### config.mk
export PLATFORM = sky130hd
export DESIGN_NAME = prim_subreg_shadow_arb
export DESIGN_NICKNAME = d
export VERILOG_FILES = /design/src/rtl/prim_subreg_shadow_arb.sv
export SDC_FILE = /design/constraint.sdc
export NUM_CORES = 1
export LEC_CHECK = 0
export CORE_AREA = 2 2 85 87
export DETAILED_ROUTE_END_ITERATION = 16
export DIE_AREA = 0 0 87 89
export REMOVE_ABC_BUFFERS = 1
export SYNTH_ARGS = -nofsm -noshare
export SYNTH_HDL_FRONTEND = slang
export SYNTH_SLANG_ARGS = --single-unit
### constraint.sdc
create_clock -name clk_i -period 2.25 [get_ports clk_i]
set_input_delay 0.3375 -clock clk_i [delete_from_list [all_inputs] [get_ports clk_i]]
set_output_delay 0.3375 -clock clk_i [all_outputs]
set_load 0.02 [all_outputs]
### src/rtl/prim_subreg_shadow_arb.sv
// Shadowed control register: two matching software writes commit a value, hardware may update directly.
// Optional phase timeout enabled by defining PRIM_SUBREG_SHADOW_TIMEOUT_EN.
module prim_subreg_shadow_arb #(
  parameter int unsigned    DW       = 8,
  parameter logic [DW-1:0]  RESVAL   = '0,
  parameter int unsigned    SWACCESS = 0,
  parameter int unsigned    TIMEOUT  = 16
) (
  input  logic          clk_i,
  input  logic          rst_i,
  input  logic          re,
  input  logic          we,
  input  logic [DW-1:0] wd,
  input  logic          de,
  input  logic [DW-1:0] d,
  output logic          qe,
  output logic [DW-1:0] q,
  output logic [DW-1:0] qs,
  output logic          phase,
  output logic          err_update,
  output logic          err_storage
);

  typedef enum logic {
    PH_FIRST  = 1'b0,
    PH_SECOND = 1'b1
  } phase_e;

  phase_e        state_q, state_d;
  logic [DW-1:0] staged_q, staged_d;
  logic [DW-1:0] committed_q, committed_d;
  logic [DW-1:0] shadow_q, shadow_d;
  logic          qe_q, qe_d;
  logic          err_update_q, err_update_d;
  logic          err_storage_q;
  logic [DW-1:0] wr_val;

`ifdef PRIM_SUBREG_SHADOW_TIMEOUT_EN
  localparam int unsigned CW = $clog2(TIMEOUT + 1);
  logic [CW-1:0] cnt_q, cnt_d;
`else
  logic unused_timeout;
  assign unused_timeout = ^TIMEOUT;
`endif

  always_comb begin
    if (SWACCESS == 1)      wr_val = committed_q & ~wd;
    else if (SWACCESS == 2) wr_val = committed_q | wd;
    else                    wr_val = wd;
  end

  always_comb begin
    state_d      = state_q;
    staged_d     = staged_q;
    committed_d  = committed_q;
    shadow_d     = shadow_q;
    qe_d         = 1'b0;
    err_update_d = 1'b0;
    if (we) begin
      if (state_q == PH_FIRST) begin
        // Hardware update lands in committed; software's value wins in staged.
        staged_d = wr_val;
        state_d  = PH_SECOND;
        if (de) begin
          committed_d = d;
          shadow_d    = ~d;
        end
      end else if (wr_val == staged_q) begin
        committed_d = staged_q;
        shadow_d    = ~staged_q;
        state_d     = PH_FIRST;
        qe_d        = 1'b1;
      end else begin
        state_d      = PH_FIRST;
        err_update_d = 1'b1;
        if (de) begin
          committed_d = d;
          shadow_d    = ~d;
        end
      end
    end else begin
      if (re) state_d = PH_FIRST;
      if (de) begin
        committed_d = d;
        shadow_d    = ~d;
        staged_d    = d;
      end
    end
`ifdef PRIM_SUBREG_SHADOW_TIMEOUT_EN
    cnt_d = '0;
    if (!we && !re && state_q == PH_SECOND) begin
      // Counter holds completed idle cycles; the TIMEOUT-th idle cycle expires the phase.
      if (cnt_q == CW'(TIMEOUT - 1)) begin
        state_d      = PH_FIRST;
        err_update_d = 1'b1;
      end else begin
        cnt_d = cnt_q + 1'b1;
      end
    end
`endif
  end

  always_ff @(posedge clk_i or posedge rst_i) begin
    if (rst_i) begin
      state_q       <= PH_FIRST;
      staged_q      <= RESVAL;
      committed_q   <= RESVAL;
      shadow_q      <= ~RESVAL;
      qe_q          <= 1'b0;
      err_update_q  <= 1'b0;
      err_storage_q <= 1'b0;
    end else begin
      state_q       <= state_d;
      staged_q      <= staged_d;
      committed_q   <= committed_d;
      shadow_q      <= shadow_d;
      qe_q          <= qe_d;
      err_update_q  <= err_update_d;
      err_storage_q <= err_storage_q | (committed_q != ~shadow_q);
    end
  end

`ifdef PRIM_SUBREG_SHADOW_TIMEOUT_EN
  always_ff @(posedge clk_i or posedge rst_i) begin
    if (rst_i) cnt_q <= '0;
    else       cnt_q <= cnt_d;
  end
`endif

  assign q           = committed_q;
  assign qs          = committed_q;
  assign phase       = (state_q == PH_SECOND);
  assign qe          = qe_q;
  assign err_update  = err_update_q;
  assign err_storage = err_storage_q;

endmodule

==> reports/metrics.csv, run 1 <==
stage;metric;value;unit
clock_network;Post-CTS Setup Inserts;0;
routing;number of DRC markers in iteration 0;53;
synth;area of the mapped netlist;0.00165;sq mm
grt;initial antenna violation count;0;
worst_setup_path;max incr delay on CP;0.45;ns
routing;ANT nets after route;0;
synth;synth unique cells;20;
placement;I/O Buffers;40;
outcome;outcome;finished clean;
die;die width;87;microns
grt;pin count of the biggest net entering global routing;29;
timing;slew margin rel.;0.751;
clock_network;CTS HTree Levels;1;
clock_network;TritonCTS clock tree;built;
synth;synthesis-stage register bit count;28;
worst_setup_path;CP required;2.42;ns
grt;gr busiest metal;met2;
placement;RD Place Congestion;0.677;
synth;Cells after Synth;143;
timing;Total Neg Setup Slack;0;ns
worst_setup_path;CP Cell Sequence;clkdlybuf4s50_1, xnor2_1, nand4_1, nor3_4, buf_4, mux2_2;
synth;most common cell in the netlist;mux2i_1;
worst_setup_path;critical path fanouts, max;7;
die;Die Y-Extent;89;microns
timing;Setup violations, final;0;
routing;number of vias per cell;4.28;
finish;proportion of layout cells with a drive suffix above 1;0.246;
timing;Hold Vio Cnt, Final;0;
worst_setup_path;kind of critical path;input pin to flop;
synth;top cells by area, synth;dfrtp_1 30%, mux2_2 16%, mux2i_1 15%, dfstp_2 13%, xnor2_1 4.8%;
power;power per cell area;608;mW/mm^2
finish;Util after Layout;0.324;
die;Initial Util;0.246;
worst_setup_path;worst r2r src;staged_q[4]$_DFFE_PP0P_;
synth;synthesized area per cell;11.5;sq um
grt;vias in the first global route;1111;
clock_network;root buffer cell;clkbuf_8;
worst_setup_path;Setup crit start kind;input pin;
timing;maximum achievable frequency;538;MHz
grt;final global-route overflow total;0;
clock_network;clock-pin slew on the worst setup and hold paths;0.09;ns
finish;Area growth syn-to-layout;31.8;%
worst_setup_path;Worst EP arrival;2.03;ns
clock_network;worst-skew pair later-pin latency;0.28;ns
clock_network;CTS sink cnt;28;
synth;share of the synthesized area in the top cell type;0.303;
clock_network;Post-CTS Resized;0;
timing;Final Max Slew Viols;0;
clock_network;total CTS buffers;3;
synth;share of flip-flops with an asynchronous set or reset;1.00;
synth;Synthesis Warnings;0;
worst_setup_path;R2R Setup Slk;0.48;ns
finish;nets;201;
grt;met3 global-route usage;0.0249;
timing;worst slew pin tran;0.373;ns
synth;Synth area leader;dfrtp_1;
timing;worst hold margin;0.427;ns
synth;commonest cells in the netlist;25 x mux2i_1, 23 x mux2_2, 20 x dfrtp_1;
worst_setup_path;FF-to-FF End;q[4]$_DFF_PP0_;
finish;number of diodes;0;
timing;Final period util;0.826;
die;die area;0.00774;sq mm
clock_network;CTS max path bufs;2;
routing;mean routed wirelength per cell;13.3;microns
finish;Fillers;683;
clock_network;cts hold-fix bufs;0;
die;Rows;30;
grt;GRT met1 Usage;0.140;
die;IO Pins;41;
finish;FF+latch area;711;sq um
placement;hpwl dp;2.54;mm
power;Peak VDD IR;294;uV
worst_setup_path;FF-to-FF path depth;5;
hold_path;Hold Crit Class;input pin to async pin;
routing;number of iterations in the first detailed-routing pass;4;
power;static leakage;0.902;nW
routing;final wirelength;3.45;mm
grt;GR Layer Usage met2;0.147;
synth;register area share after synthesis;0.431;
synth;EDFF count, synth;0;
routing;Via Count;1109;
timing;Final Skew;0.00520;ns
die;Core ar.;0.00672;sq mm
timing;RSZ-0062 raised after global routing;false;
grt;GR Util All Layers;0.0965;
routing;drt drc;0;
worst_setup_path;slowest CP cell;clkdlybuf4s50_1;
grt;global-route wire length before repair;5.73;mm
run;maxcap violations;0;
synth;Post-synth top flop;dfrtp_1;
worst_setup_path;Crit. End Element;flop;
finish;area of the multi-input gates;798;sq um
timing;min Tclk post-route;1.86;ns
[registers in the layout, indices dropped and copies added (netlist names)]
signal and flops:
err_update 1, staged_q 8, qe 1, shadow_q 8, err_storage 1, phase 1, q 8
[how the worst max path moves through the flow]
stage | from | end | slack [ns]
floorplan | phase$_DFFE_PP0P_ | q[0]$_DFF_PP0_ | 0.29
global placement | wd[4] | q[5]$_DFF_PP0_ | 0.06
detailed placement | wd[4] | q[3]$_DFF_PP0_ | 0.07
CTS | wd[4] | q[4]$_DFF_PP0_ | 0.36
global route | wd[4] | q[3]$_DFF_PP0_ | 0.27
finish | wd[4] | q[4]$_DFF_PP0_ | 0.39
[critical path, delay by kind of cell]
| family | cells | cell delay [ns] |
|---|---|---|
| simple gates | 2 | 0.46 |
| mux | 1 | 0.34 |
| buf+inv | 2 | 0.66 |
| xor+xnor | 1 | 0.23 |
[power by group]
part	internal (W)	switching (W)
sequential	0.000569	0.0000618
combinational	0.000209	0.000166
clock	0.000157	0.000161
total	0.000934	0.000389
[cells by family (layout without fill, tap and decap cells)]
group | after synthesis | in the layout | share of synthesized area
xor gates and xnor gates | 16 | 16 | 0.0849
AOI/OAI and AO/OA | 8 | 8 | 0.0243
DFF | 28 | 28 | 0.431
muxes | 49 | 49 | 0.318
buffers and inverters | 24 | 60 | 0.0857
and+or+nand+nor | 18 | 18 | 0.0569
[per-layer routing]
metal	wire, microns	vias to the layer above
li1	-	549
met1	1800	531
met2	1500	27
met3	141	2
met4	8	0
met5	0	-
[placed cells by master, fill, tap and decap left out]
cell	count
clkdlybuf4s50_1	40
mux2i_1	25
mux2_2	23
dfrtp_1	20
nand2_1	9
xnor2_1	9
inv_1	9
o21ai_0	8
dfstp_2	8
xor2_1	7
buf_4	5
nand4_1	4
clkbuf_8	4
nor2_1	2
buf_12	2
nor3_4	1
mux2_4	1
nor3_1	1
nand2b_1	1
[stage by stage]
| step | cells | total power [W] | instance area [sq um] | worst slack [ns] |
|---|---|---|---|---|
| 6_report | 259 | 0.00132 | 2180 | 0.392 |
| 2_1_floorplan | 128 | 0.000837 | 1540 | 0.294 |
| 5_1_grt | 259 | 0.00140 | 2180 | 0.270 |
| 3_5_place_dp | 255 | 0.00102 | 2120 | 0.0721 |
| 3_3_place_gp | 255 | 0.00102 | 2120 | 0.0564 |
| 4_1_cts | 259 | 0.00134 | 2180 | 0.362 |
[cell type report]
| cell class | instances | area share |
|---|---|---|
| clock buffer | 4 | 0.0253 |
| inverter | 9 | 0.0155 |
| multi-input combinational | 91 | 0.367 |
| sequential | 28 | 0.327 |
| tap | 80 | 0.0460 |
| timing repair buffer | 47 | 0.220 |
(Power assumes the default switching activity.)
==> run 2: changes to the inputs <==
==> constraint.sdc (replaced) <==
create_clock -name clk_i -period 1.9 [get_ports clk_i]
set_input_delay 0.285 -clock clk_i [delete_from_list [all_inputs] [get_ports clk_i]]
set_output_delay 0.285 -clock clk_i [all_outputs]
set_load 0.02 [all_outputs]
==> run 2 against run 1 <==
Net effect: worst hold slack got worse by 0.050 ns; sequential cell count did not move; wire length grew 2.0%; register-to-register slack worse by 0.36 ns; largest cell class unchanged; highest routed layer unchanged.
==> reports/metrics.csv, run 2 (synthesis results as in run 1) <==
stage;metric;value;unit
clock_network;TritonCTS clock tree;built;
routing;routed wl met3;144;microns
clock_network;CTS sink cnt;28;
clock_network;worst-skew pair later-pin latency;0.27;ns
routing;number of vias per cell;4.25;
timing;slew margin rel.;0.752;
routing;Via Count;1127;
grt;initial antenna violation count;0;
routing;met2 WL;1.52;mm
worst_setup_path;kind of critical path;input pin to flop;
finish;Fillers;674;
routing;Max Used Layer;met4;
timing;fin worst setup slack;0.0941;ns
worst_setup_path;Crit. End Element;flop;
worst_setup_path;max incr delay on CP;0.44;ns
finish;most frequent cells in the layout;40 x clkdlybuf4s50_1, 25 x mux2i_1, 23 x mux2_2;
timing;Hold Vio Cnt, Final;0;
placement;hpwl dp;2.57;mm
die;Core ar.;0.00672;sq mm
die;Rows;30;
timing;RSZ-0062 raised after global routing;false;
finish;FF+latch area;711;sq um
clock_network;CTS HTree Levels;1;
worst_setup_path;critical path fanouts, max;8;
die;die width;87;microns
timing;worst hold margin;0.376;ns
worst_setup_path;CP Cell Sequence;clkdlybuf4s50_1, xnor2_1, nand4_1, nor3_4, buf_4, mux2_2;
timing;Final Max Slew Viols;0;
clock_network;root buffer cell;clkbuf_8;
grt;GR Util All Layers;0.0969;
worst_setup_path;Worst EP arrival;1.97;ns
outcome;outcome;finished clean;
worst_setup_path;CP required;2.07;ns
die;Die Y-Extent;89;microns
power;power per cell area;708;mW/mm^2
placement;I/O Buffers;40;
grt;final global-route overflow total;0;
hold_path;Hold Crit Class;input pin to async pin;
routing;ANT nets after route;0;
finish;number of diodes;0;
timing;Setup violations, final;0;
routing;final wirelength;3.52;mm
timing;maximum achievable frequency;554;MHz
timing;min Tclk post-route;1.81;ns
routing;number of iterations in the first detailed-routing pass;4;
worst_setup_path;Setup crit start kind;input pin;
timing;Final period util;0.950;
clock_network;total CTS buffers;3;
power;Peak VDD IR;355;uV
die;die area;0.00774;sq mm
run;maxcap violations;0;
routing;number of DRC markers in iteration 0;28;
grt;vias in the first global route;1133;
worst_setup_path;slowest CP cell;clkdlybuf4s50_1;
finish;proportion of layout cells with a drive suffix above 1;0.270;
placement;RD Place Congestion;0.742;
clock_network;Post-CTS Setup Inserts;0;
die;Initial Util;0.246;
clock_network;CTS max path bufs;2;
worst_setup_path;FF-to-FF path depth;5;
clock_network;cts hold-fix bufs;0;
routing;Post-Route M1 WL;1.83;mm
timing;worst slew pin tran;0.372;ns
clock_network;Post-CTS Resized;0;
clock_network;clock-pin slew on the worst setup and hold paths;0.10;ns
finish;Area growth syn-to-layout;33.8;%
grt;global-route wire length before repair;5.88;mm
routing;drt drc;0;
routing;mean routed wirelength per cell;13.3;microns
die;IO Pins;41;
finish;most common cell after layout, fill and taps aside;clkdlybuf4s50_1;
power;static leakage;0.931;nW
finish;nets;207;
finish;area of the multi-input gates;798;sq um
grt;pin count of the biggest net entering global routing;29;
timing;Final Skew;0.00512;ns
placement;pre-CTS WS;-0.198;ns
==> run 2: changes by cell type in the layout (fill, tap and decap cells not counted) <==
| cell | before | now |
|---|---|---|
| buf_4 | 5 | 12 |
| buf_12 | 2 | 1 |
==> run 2: where the power goes <==
part | switching (W) | leakage (nW) | internal (W)
Sequential | 0.0000742 | 0.323 | 0.000674
Combinational | 0.000196 | 0.579 | 0.000251
Clock | 0.000184 | 0.0288 | 0.000185
==> run 2: worst max-delay path, delay by kind of cell <==
kind	cells	cell delay [ns]
xor gates and xnor gates	1	0.25
and+or+nand+nor	2	0.45
muxes	1	0.35
buffers and inverters	2	0.64
==> run 2: layout make-up <==
| cell class | count | area share |
|---|---|---|
| Inverter | 9 | 0.0153 |
| Timing Repair Buffer | 53 | 0.231 |
| Sequential cell | 28 | 0.322 |
| Multi-Input combinational cell | 91 | 0.361 |
| Clock buffer | 4 | 0.0249 |
| Tap cell | 80 | 0.0453 |
==> run 2: worst paths after layout <==
kind                                    startpoint  slack [ns]                    end
min in group clk_i         staged_q[0]$_DFFE_PP0P_        0.52  shadow_q[0]$_DFF_PP1_
setup / recovery                             wd[0]        0.09         q[0]$_DFF_PP0_
hold / removal                               rst_i        0.38   err_update$_DFF_PP0_
max in group asynchronous                    rst_i        1.21  shadow_q[1]$_DFF_PP1_
hold reg to reg            staged_q[0]$_DFFE_PP0P_        0.52  shadow_q[0]$_DFF_PP1_
setup reg to reg           staged_q[0]$_DFFE_PP0P_        0.12         q[0]$_DFF_PP0_
==> run 2: per-stage QoR <==
stage / power [W] / utilization / std cells / cell area (sq um) / setup TNS (ns)
floorplan: 0.000991 / - / 128 / 1540 / -0.391
global placement: 0.00121 / 0.320 / 261 / 2150 / -2.27
detailed placement: 0.00121 / 0.320 / 261 / 2150 / -1.96
CTS: 0.00159 / 0.329 / 265 / 2210 / 0
global route: 0.00167 / 0.329 / 265 / 2210 / 0
finish: 0.00156 / 0.329 / 265 / 2210 / 0
==> run 2: layer usage <==
layer / vias to the layer above / track usage
met2: 28 / 0.146
met3: 2 / 0.0240
li1: 559 / -
met1: 538 / 0.143
met5: - / 0
met4: 0 / 0.0128
==> run 3: changes to the inputs <==
--- a/config.mk
+++ b/config.mk
@@ -6,6 +6,7 @@
 export NUM_CORES = 1
 export LEC_CHECK = 0
 export CORE_AREA = 2 2 85 87
+export CTS_CLUSTER_SIZE = 8
 export DETAILED_ROUTE_END_ITERATION = 16
 export DIE_AREA = 0 0 87 89
 export REMOVE_ABC_BUFFERS = 1
==> results of run 3 <==
No change in the layout: final DEF, timing and power equal those of run 2.
